[src/rtl/iterative_mdu.sv]
// Multi-cycle MIPS HI/LO multiply/divide unit with a busy handshake for CPU stalls.
// Define ITERATIVE_MDU_ACCUMULATE_EN to add MADD/MADDU/MSUB/MSUBU (op 1xx).
module iterative_mdu #(
    parameter int unsigned Width         = 32,
    parameter int unsigned StepsPerCycle = 1
) (
    input  logic             clock,
    input  logic             reset,
    input  logic             enable,
    input  logic             start,
    input  logic [2:0]       op,
    input  logic [Width-1:0] a,
    input  logic [Width-1:0] b,
    input  logic             writeHi,
    input  logic             writeLo,
    input  logic [Width-1:0] wData,
    output logic             busy,
    output logic             done,
    output logic [Width-1:0] high,
    output logic [Width-1:0] low
);
    localparam int unsigned Iters = Width / StepsPerCycle;
    localparam int unsigned CntW  = $clog2(Iters + 1);

    typedef enum logic [1:0] {IDLE, RUN, FIXUP} state_t;

    state_t           state;
    logic             fix_phase;
    logic [CntW-1:0]  count;
    logic [Width-1:0] work_hi;
    logic [Width-1:0] work_lo;
    logic [Width-1:0] opd;
    logic             is_div;
    logic             neg_lo;
    logic             neg_hi;

    // Operand decode: signed ops become magnitudes plus sign flags.
    logic             signed_op;
    logic             div_op;
    logic             a_neg;
    logic             b_neg;
    logic             legal;
    logic [Width-1:0] a_mag;
    logic [Width-1:0] b_mag;

    always_comb begin
        signed_op = ~op[0];
        div_op    = ~op[2] & op[1];
        a_neg     = signed_op & a[Width-1];
        b_neg     = signed_op & b[Width-1];
        a_mag     = a_neg ? -a : a;
        b_mag     = b_neg ? -b : b;
`ifdef ITERATIVE_MDU_ACCUMULATE_EN
        legal     = 1'b1;
`else
        legal     = ~op[2];
`endif
    end

    // StepsPerCycle iterations: shift-add multiply or restoring divide.
    logic [Width-1:0] step_hi;
    logic [Width-1:0] step_lo;
    logic [Width:0]   shifted;
    logic [Width-1:0] diff;
    logic [Width:0]   psum;

    always_comb begin
        step_hi = work_hi;
        step_lo = work_lo;
        shifted = '0;
        diff    = '0;
        psum    = '0;
        for (int unsigned i = 0; i < StepsPerCycle; i++) begin
            if (is_div) begin
                shifted = {step_hi, step_lo[Width-1]};
                diff    = shifted[Width-1:0] - opd;
                if (shifted >= {1'b0, opd}) begin
                    step_hi = diff;
                    step_lo = {step_lo[Width-2:0], 1'b1};
                end else begin
                    step_hi = shifted[Width-1:0];
                    step_lo = {step_lo[Width-2:0], 1'b0};
                end
            end else begin
                psum    = {1'b0, step_hi} + {1'b0, (step_lo[0] ? opd : {Width{1'b0}})};
                step_hi = psum[Width:1];
                step_lo = {psum[0], step_lo[Width-1:1]};
            end
        end
    end

    // Sign correction: product negates as a whole, quotient/remainder independently.
    logic [2*Width-1:0] work_full;
    logic [2*Width-1:0] fix_full;
    logic [2*Width-1:0] result_full;

    always_comb begin
        work_full = {work_hi, work_lo};
        if (is_div) begin
            fix_full = {(neg_hi ? -work_hi : work_hi), (neg_lo ? -work_lo : work_lo)};
        end else begin
            fix_full = neg_lo ? -work_full : work_full;
        end
    end

`ifdef ITERATIVE_MDU_ACCUMULATE_EN
    logic acc_op;
    logic sub_op;

    // Accumulate against HI/LO as they stand at the write edge.
    always_comb begin
        if (!acc_op) begin
            result_full = work_full;
        end else if (sub_op) begin
            result_full = {high, low} - work_full;
        end else begin
            result_full = {high, low} + work_full;
        end
    end
`else
    assign result_full = work_full;
`endif

    always_ff @(posedge clock or posedge reset) begin
        if (reset) begin
            state     <= IDLE;
            fix_phase <= 1'b0;
            count     <= '0;
            work_hi   <= '0;
            work_lo   <= '0;
            opd       <= '0;
            is_div    <= 1'b0;
            neg_lo    <= 1'b0;
            neg_hi    <= 1'b0;
            busy      <= 1'b0;
            done      <= 1'b0;
            high      <= '0;
            low       <= '0;
`ifdef ITERATIVE_MDU_ACCUMULATE_EN
            acc_op    <= 1'b0;
            sub_op    <= 1'b0;
`endif
        end else if (!enable) begin
            done <= 1'b0;
        end else begin
            done <= 1'b0;
            if (writeHi) high <= wData;
            if (writeLo) low  <= wData;
            unique case (state)
                IDLE: begin
                    if (start && legal) begin
                        busy      <= 1'b1;
                        count     <= CntW'(Iters);
                        fix_phase <= 1'b0;
                        is_div    <= div_op;
`ifdef ITERATIVE_MDU_ACCUMULATE_EN
                        acc_op    <= op[2];
                        sub_op    <= op[2] & op[1];
`endif
                        if (div_op && b == '0) begin
                            state   <= FIXUP;
                            work_hi <= a;
                            work_lo <= '1;
                            neg_hi  <= 1'b0;
                            neg_lo  <= 1'b0;
                        end else begin
                            state   <= RUN;
                            work_hi <= '0;
                            work_lo <= div_op ? a_mag : b_mag;
                            opd     <= div_op ? b_mag : a_mag;
                            neg_lo  <= a_neg ^ b_neg;
                            neg_hi  <= a_neg;
                        end
                    end
                end
                RUN: begin
                    if (writeHi || writeLo) begin
                        state <= IDLE;
                        busy  <= 1'b0;
                    end else begin
                        work_hi <= step_hi;
                        work_lo <= step_lo;
                        count   <= count - CntW'(1);
                        if (count == CntW'(1)) state <= FIXUP;
                    end
                end
                FIXUP: begin
                    if (writeHi || writeLo) begin
                        state     <= IDLE;
                        busy      <= 1'b0;
                        fix_phase <= 1'b0;
                    end else if (!fix_phase) begin
                        work_hi   <= fix_full[2*Width-1:Width];
                        work_lo   <= fix_full[Width-1:0];
                        fix_phase <= 1'b1;
                    end else begin
                        {high, low} <= result_full;
                        done        <= 1'b1;
                        busy        <= 1'b0;
                        state       <= IDLE;
                        fix_phase   <= 1'b0;
                    end
                end
                default: state <= IDLE;
            endcase
        end
    end
endmodule

[config.mk]
export PLATFORM = sky130hd
export DESIGN_NAME = iterative_mdu
export DESIGN_NICKNAME = d
export VERILOG_FILES = /design/src/rtl/iterative_mdu.sv
export SDC_FILE = /design/constraint.sdc
export NUM_CORES = 1
export LEC_CHECK = 0
export BUFFER_PORTS_ARGS = -buffer_cell sky130_fd_sc_hd__buf_2
export CAP_MARGIN = 40
export CORE_MARGIN = 5
export CORE_UTILIZATION = 30
export CTS_BUF_LIST = sky130_fd_sc_hd__clkbuf_4
export DETAILED_ROUTE_END_ITERATION = 16
export GPL_ROUTABILITY_DRIVEN = 0
export SETUP_SLACK_MARGIN = 0.1
export SLEW_MARGIN = 20
export SYNTH_ARGS = -nofsm -noshare
export SYNTH_HDL_FRONTEND = slang
export SYNTH_SLANG_ARGS = --single-unit
[constraint.sdc]
create_clock -name clock -period 6.7 [get_ports clock]
set_clock_uncertainty 0.15 [all_clocks]
set_input_delay 0.67 -clock clock [delete_from_list [all_inputs] [get_ports clock]]
set_output_delay 0.67 -clock clock [all_outputs]
set_load 0.05 [all_outputs]
Word level (Yosys, flattened, before mapping). Cells that the tools add are included.

Bits in registers: 174. Output and inout port bits: 66. Logic and storage cells: 116.

Add/subtract/negate cells: 8. Order comparisons: 1. Equality and inequality tests: 13. Mux-type cells: 58. Bitwise operators: 7. Reduce and logical (&&, ||, !) cells: 16.

Operators with widths (count): 2-to-1 mux 32 bit (28); one-hot mux 32 bit (3 select lines) (2); 2-to-1 mux 64 bit (2); negation 32 bit (4); negation 64 bit (1); adder 32 x 32 -> 33 bit (1); >= comparator 33 x 32 -> 1 bit (1); zero test 32 bit (1); subtractor 32 bit (1); 2-to-1 mux 1 bit (14); 2-to-1 mux 2 bit (6); 2-to-1 mux 6 bit (2); inequality test 2 bit, second input constant (6); inequality test 3 bit, second input constant (4); one-hot mux 6 bit (2 select lines) (1); AND reduction 4 bit (3); AND reduction 8 bit (1); AND reduction 7 bit (1); equality test 6 x 1 -> 1 bit, second input constant (1); one-hot mux 2 bit (3 select lines) (1); AND reduction 3 bit (2); subtractor 6 x 1 -> 6 bit, second input constant (1); AND reduction 5 bit (1); nonzero test 2 bit (2); 11 further kinds (16).

Longest topological paths before layout. Gate-level depths: netlist (run 1).

Depth in word-level cells: 7. Mapped depth: 14.

Least setup slack after synthesis (run 1). Ideal clock, no wire load.

Path type: register to register. From: register work_lo[0]. To: register work_hi[30]. Data arrival time: 3.573 ns. Required time: 6.423 ns. Path slack: 2.850 ns. Stages on the path, launching flop included: 14. Period minus slack after synthesis: 3.850 ns. Cells stage by stage: dfrtp_1 > clkinv_1 > clkbuf_1 > ha_1 > or3b_2 > or3_1 > clkbuf_1 > or4_4 > o21ai_2 > nand3_1 > or3_1 > a22o_1 > a22oi_1 > nand3b_1.

Word-level cells in the longest chain between the ends: 6. Elaborated cells on any way between the ends: 10. Classes of those cells: 2 x add/sub; 8 x mux.

Ends and longest elaborated chain: start: declaration (line 31) `logic [Width-1:0] work_lo;`; start signal: assignment (line 169) `work_lo <= div_op ? a_mag : b_mag;`; start signal: assignment (line 182) `work_lo <= step_lo;`; start signal: assignment (line 194) `work_lo <= fix_full[Width-1:0];`; negation 64 bit (line 102) `fix_full = neg_lo ? -work_full : work_full;`; 2-to-1 mux 64 bit (line 102); 2-to-1 mux 64 bit (line 99) `if (is_div) begin`; 2-to-1 mux 32 bit (line 192) `end else if (!fix_phase) begin`; 2-to-1 mux 32 bit (line 188) `if (writeHi || writeLo) begin`; one-hot mux 32 bit (3 select lines) * (line 149) `unique case (state)`; end signal: assignment (line 181) `work_hi <= step_hi;`; end signal: assignment (line 193) `work_hi <= fix_full[2*Width-1:Width];`; end: declaration (line 30) `logic [Width-1:0] work_hi;`.

Mark *: on every way between the ends. The rest lies on a longest branch, timed or not. The select of a mux whose other input is x is not followed. A chain may end at the register's enable or synchronous reset.

Final worst setup path (run 1).
From: register work_hi[5]. To: register work_hi[19].

Word-level cells in the longest chain between the ends: 6. Elaborated cells on any way between the ends: 14. Classes of those cells: 4 x add/sub; 1 x order compare; 9 x mux.

Ends and longest elaborated chain (line): negation 64 bit or negation 32 bit (tied branches) (102, 100); 2-to-1 mux 64 bit or 2-to-1 mux 32 bit (tied branches) (102, 100); 2-to-1 mux 64 bit (99); 2-to-1 mux 32 bit (192); 2-to-1 mux 32 bit (188); one-hot mux 32 bit (3 select lines) * (149).

Marked as above.

==> impl_results.md, run 1 <==
* Status: finished, final reports clean
* Worst Hold Depth at 3
* Synth top cells by count: nand2_1 (288), a21oi_1 (234), nor2_1 (225)
* Synth Flop Type: dfrtp_1
* Synth Cell Area at 0.0163 mm²
* DRT Wirelength at 64,400 µm
* Gr usage total at 20.8%
* Fin area at 0.0182 mm²
* Pins over their slew limit at 0
* Overflow after GRT at 0
* Tightest Pin Transition at 1.01 ns
* Core Box Area at 0.0537 mm²
* Seq/Total Area, Yosys at 26.8%
* Post-synthesis net count at 2,362
* Global-route wire length before repair at 98,500 µm
* # rows at 85
* Crit path max fanout at 17
* EDFF count, synth at 0
* Worst hold path type: input port to register
* Synth Area per Inst at 7.45 µm²
* I/O Buffers at 170
* # nets final at 2,450
* CTS tree: done
* Vias per cell at 5.96
* Skew-Pair Late Insertion Delay at 0.68 ns
* Setup Crit Path Kind: register to register
* Post-route ant nets at 0
* Crit path cell chain: ha_1 > and3_1 > nand4_1 > a21oi_1 > o211ai_1 > nand3_1 > a2bb2oi_4 > buf_16 > buf_4 > mux2i_1 > a211o_1 > a221oi_1
* DRT Pass-1 Iters at 5
* Vias in the first global route at 16,500
* Die height at 243 µm
* Crit path arrival time at 4.70 ns
* CTS clk-pin slew, worst paths at 0.19 ns
* Via Count at 17,800
* Final Hold Viols at 0
* Clock Path Buffers at 2
* Largest net degree at the start of global routing at 61
* Share of layout cells above drive strength 1 at 13.9%
* Fin crit period at 4.26 ns
* MaxCap Viol Count at 0
* Clock sinks at 174
* Die area at 0.0589 mm²
* P&R area growth vs syn at 12.1%
* Crit share post-route at 63.6%
* RSZ-0062 raised after global routing: no
* Antenna violations before repair at 10
* Post-route setup TNS at 0 ns
* Cells after DPL at 2,943
* Width of the die at 243 µm
* Most common cell in the netlist: nand2_1
* WL/cell at 21.6 µm
* Top cell type's share of synthesized area at 26.8%
* Area contributors post-synth: dfrtp_1 (27%), a21oi_1 (7.2%), nand2_1 (6.7%)
* Asr flop ratio synth at 100%
* Slowest CP cell: dfrtp_1
* Yosys top cell by area: dfrtp_1
* DRT iter0 DRCs at 2,117
* FF-to-FF setup slack at 2.44 ns
* Achievable Freq at 235 MHz
* P_leak at 7.89 nW
* Starting density of the core at 30.3%
* Cells after Synth at 2,181
* Startpoint Class: register
* Placed Instance Area at 0.0178 mm²
* Cts bufs inserted at 17
* Fillers at 5,682
* Hold_buf cts at 1
* Relative max-transition margin at 31.7%
* Sequential cell area at 0.00436 mm²
* Synth Register Bits at 174
* Area taken by multi-input logic gates at 0.0111 mm²
* DRC Markers at 0
* Slowest stage delay, CP at 0.55 ns
* Resized cells post-CTS at 0
* Post-CTS Setup Bufs at 0
* Layout Cells excl Fill at 2,987
* Post-DP HPWL at 49,100 µm
* Root buf cell: clkbuf_4
* Crit end category: register
* Peak supply drop at 0.246 mV
* IO Count at 171
* H-tree depth at 4
* CP Data Required Time at 7.14 ns
* Pwr/cell area at 482 mW/mm²
* R2R cell count at 12
* Synth warn at 0
* Cell variety after synth at 82
* Final setup fails at 0
==> area by class of cell <==
type,count,area share (%)
diodes,9,0.124
clock buffers,17,0.700
clock inverters,15,1.22
inverters,79,1.65
multi-input cells,1787,61.0
flip-flops and latches,174,23.9
well taps,696,4.78
repair buffers,210,6.67
==> kinds of logic after synthesis <==
group,Yosys count,share of synthesized area [%]
fa+ha+maj,76,5.94
simple gates,812,23.3
flops,174,26.8
xor+xnor,126,6.79
buf+inv,220,5.26
mux,62,4.08
compound gates,711,27.9
==> where the power goes <==
part	total (mW)	internal [mW]	switching [mW]
Clock	0.768	0.310	0.458
Sequential	2.01	1.41	0.604
Combinational	6.01	2.21	3.81
==> cells in the final DEF, fill, tap and decap left out, types with 8 or more instances in the layout <==
| cell type | count |
|---|---|
| a211o_1 | 14 |
| a211oi_1 | 16 |
| a21o_1 | 32 |
| a21oi_1 | 234 |
| a221o_1 | 19 |
| a221oi_1 | 13 |
| a22oi_1 | 59 |
| a31oi_1 | 20 |
| and2_1 | 12 |
| and3_1 | 20 |
| buf_2 | 172 |
| buf_4 | 31 |
| clkbuf_4 | 17 |
| dfrtp_1 | 173 |
| diode_2 | 9 |
| ha_1 | 71 |
| inv_1 | 76 |
| mux2_2 | 34 |
| mux2i_1 | 28 |
| nand2_1 | 288 |
| nand2b_1 | 18 |
| nand3_1 | 37 |
| nand4_1 | 13 |
| nor2_1 | 222 |
| nor2b_1 | 17 |
| nor3_1 | 71 |
| nor3b_1 | 10 |
| nor4_1 | 29 |
| o211ai_1 | 23 |
| o21ai_0 | 145 |
| o221ai_1 | 9 |
| o22ai_1 | 8 |
| o31ai_1 | 33 |
| or2_2 | 11 |
| or3_1 | 14 |
| or4_1 | 12 |
| xnor2_1 | 74 |
| xor2_1 | 52 |
==> per-stage QoR <==
step	worst slack, ns	power [mW]	utilization [%]	hold slack, ns
global placement	2.14	7.72	33.0	0.306
detailed placement	2.50	7.87	33.2	0.308
finish	2.44	8.79	33.9	0.0778
global route	2.17	9.40	33.9	0.0240
floorplan	1.16	6.11	-	0.298
CTS	2.55	8.65	33.9	0.0403
==> path summary, 6_finish.rpt <==
kind                       startpoint          end
setup / recovery           work_hi[5]  work_hi[19]
hold / removal              wData[12]      low[12]
setup reg to reg           work_hi[5]  work_hi[19]
hold reg to reg                low[3]       low[3]
max in group asynchronous       reset  work_hi[28]
min in group asynchronous       reset       low[6]
==> per-layer routing <==
metal	part of all wire, %	vias up	track usage (%)
met5	0.020	-	0
met4	4.2	2	8.41
met3	9.4	146	4.14
met2	44	966	32.1
met1	42	8572	28.6
li1	-	8114	-
==> sequential cells by signal, summed over array words and instances (netlist names) <==
name       cells
low           32
done           1
opd           32
state          2
count          6
high          32
busy           1
work_hi       32
neg_hi         1
is_div         1
neg_lo         1
work_lo       32
fix_phase      1
==> critical path: cells and delay by family (launching register included) <==
| kind | cells | cell delay, ns |
|---|---|---|
| and+or+nand+nor | 3 | 0.70 |
| AOI/OAI and AO/OA | 5 | 1.65 |
| DFF | 1 | 0.55 |
| buffers and inverters | 2 | 0.52 |
| muxes | 1 | 0.12 |
| adders and majority gates | 1 | 0.47 |
Power figures use the tool's default switching activity.
==> inputs of run 2 (changes only) <==
==> constraint.sdc (replaced) <==
create_clock -name clock -period 4.1 [get_ports clock]
set_clock_uncertainty 0.15 [all_clocks]
set_input_delay 0.41 -clock clock [delete_from_list [all_inputs] [get_ports clock]]
set_output_delay 0.41 -clock clock [all_outputs]
set_load 0.05 [all_outputs]
==> run 2 against run 1 <==
  * Clock power rose by 46%
  * Flip-flop and latch count unchanged
  * Die area unchanged
  * Utilization up 1.1 points
  * Via count is 2.7% higher
  * Sequential share of layout area is 0.77 points lower
  * Cell count is 2.3% higher
  * Routed wire length is 3.0% higher
  * Count of clock-buffer cells in the layout is 1 higher
  * Non-clock buffer count increased by 73
  * Largest cell class unchanged
==> impl_results.md, run 2 (synthesized netlist as in run 1, its figures left out) <==
* Die height at 243 µm (unchanged)
* P_leak at 8.21 nW (+4.1%)
* Post-Place Setup Slack at 0.200 ns (-2.30 ns)
* Core Box Area at 0.0537 mm² (unchanged)
* Clock sinks at 174 (unchanged)
* Worst hold path type: input port to register
* Gr usage total at 21.3% (+0.56 points)
* Commonest non-fill, non-tap cell in the layout: nand2_1
* Status: finished, final reports clean
* Pins over their slew limit at 0 (unchanged)
* Comb pwr share at 70.8% (+2.4 points)
* DRC Markers at 0 (unchanged)
* IO Count at 171 (unchanged)
* Switching Power at 8.02 mW (+65%)
* Post-CTS Setup Bufs at 0 (unchanged)
* Fin worst setup slack at 0.236 ns (-2.20 ns)
* Final Total Pwr at 14.5 mW (+64%)
* Final Hold Viols at 0 (unchanged)
* Achievable Freq at 259 MHz (+10%)
* Starting density of the core at 30.3% (unchanged)
* Vias per cell at 5.98 (+0.31%)
* Overflow after GRT at 0 (unchanged)
* DRT Wirelength at 66,400 µm (+3.0%)
* Startpoint Class: register
* Crit end category: register
* Root buf cell: clkbuf_4
* DRT Pass-1 Iters at 7 (+2)
* CP Data Required Time at 4.52 ns (-2.62 ns)
* Sw Ratio at 55.5% (+0.069 points)
* RSZ-0062 raised after global routing: yes
* Crit path arrival time at 4.29 ns (-0.41 ns)
* MaxCap Viol Count at 0 (unchanged)
* Final setup fails at 0 (unchanged)
* I/O Buffers at 170 (unchanged)
* Most used cells in the layout excluding fill and tap cells: nand2_1 (288), a21oi_1 (233), nor2_1 (222)
* CTS clk-pin slew, worst paths at 0.17 ns (-0.02 ns)
* Post-route ant nets at 0 (unchanged)
* Relative max-transition margin at 40.3% (+8.6 points)
* Antenna violations before repair at 7 (-3)
* Clock network fraction of total power at 7.8% (-0.9 points)
* Die area at 0.0589 mm² (unchanged)
* Reg power frac at 21.5% (-1.4 points)
* Skew-Pair Late Insertion Delay at 0.65 ns (-0.03 ns)
* Peak supply drop at 0.328 mV (+34%)
* Setup Crit Path Kind: register to register
* Crit path max fanout at 33 (+16)
* P&R area growth vs syn at 15.9%
* Tightest Pin Transition at 0.895 ns (-0.120 ns)
* Share of layout cells above drive strength 1 at 15.1% (+1.1 points)
* Post-route setup TNS at 0 ns (unchanged)
* Internal power at 6.44 mW (+64%)
* Fin crit period at 3.86 ns (-0.400 ns)
* Width of the die at 243 µm (unchanged)
* H-tree depth at 4 (unchanged)
* Vias in the first global route at 17,000 (+2.9%)
* Pwr/cell area at 768 mW/mm² (+59%)
* Clock Path Buffers at 2 (unchanged)
* WL/cell at 21.7 µm (+0.63%)
* Crit share post-route at 94.2% (+31 points)
* Global-route wire length before repair at 101,000 µm (+2.3%)
* # nets final at 2,523 (+3.0%)
* Largest net degree at the start of global routing at 74 (+21%)
* Cts bufs inserted at 17 (unchanged)
* DRT iter0 DRCs at 2,431 (+15%)
* Post-DP HPWL at 50,600 µm (+3.0%)
* CTS tree: done
* # rows at 85 (unchanged)
* Via Count at 18,300 (+2.7%)
## run 2: cell type report
| class | count | area, µm² |
|---|---|---|
| Fill cell | 5583 | 34900 |
| Multi-Input combinational cell | 1787 | 11100 |
| Sequential cell | 174 | 4360 |
| Timing Repair Buffer | 283 | 1880 |
| Tap cell | 696 | 871 |
| Inverter | 79 | 300 |
| Clock inverter | 13 | 156 |
| Clock buffer | 18 | 135 |
| Antenna cell | 7 | 17.5 |
## run 2: metal layers
layer  GRT usage (%)  routed length [µm]  vias to the layer above
met1            30.1               28100                     8798
met2            32.0               28800                     1058
met4            9.15                2970                        0
met5               0                   0                        -
met3            3.95                6480                      169
li1                -                   -                     8249
## run 2: what timing repair did
item,4_1_cts,5_1_grt
hold buffers,38,0
endpoints found under the hold margin,204,0
setup endpoints to repair,0,7
resized for setup,0,3
## run 2: metrics by stage
stage / hold WS, ns / std cells / cell area (µm²) / utilization [%]
after global placement: 0.257 / 2979 / 18100 / 33.7
after CTS: 0.0145 / 3049 / 18800 / 35.0
after detailed placement: 0.268 / 2980 / 18100 / 33.7
after global routing: 0.0414 / 3057 / 18800 / 35.1
final: 0.0567 / 3057 / 18800 / 35.1
after floorplan: 0.298 / 2181 / 16300 / -
## run 2: final timing paths
kind,startpoint,endpoint,slack [ns],cells past startpoint
worst max-delay path,work_lo[0],work_hi[19],0.24,14
worst min-delay path,b[22],work_lo[22],0.06,5
worst max register to register,work_lo[0],work_hi[19],0.24,14
worst min register to register,count[4],count[4],0.34,1
max in group asynchronous,reset,work_lo[31],2.77,4
min in group asynchronous,reset,high[8],0.15,3
## run 2: critical path: stages, from the launching register on
cell      delay, ns
dfrtp_1        0.44
clkinv_1       0.08
buf_6          0.30
nor2_1         0.13
fa_1           0.47
a211oi_1       0.26
nor2_1         0.14
o31a_1         0.30
a21oi_1        0.19
buf_4          0.19
o21ai_0        0.14
a21oi_1        0.21
mux2_2         0.35
a211o_1        0.23
a221oi_1       0.22
## run 2: power by group through the flow
stage               clock [mW]  sequential, mW  combinational [mW]
finish                    1.12            3.10                10.2
global route              1.20            3.18                11.0
CTS                       1.14            3.07                9.97
detailed placement           0            3.10                9.90
global placement             0            3.08                9.73
floorplan                    0            3.17                6.82
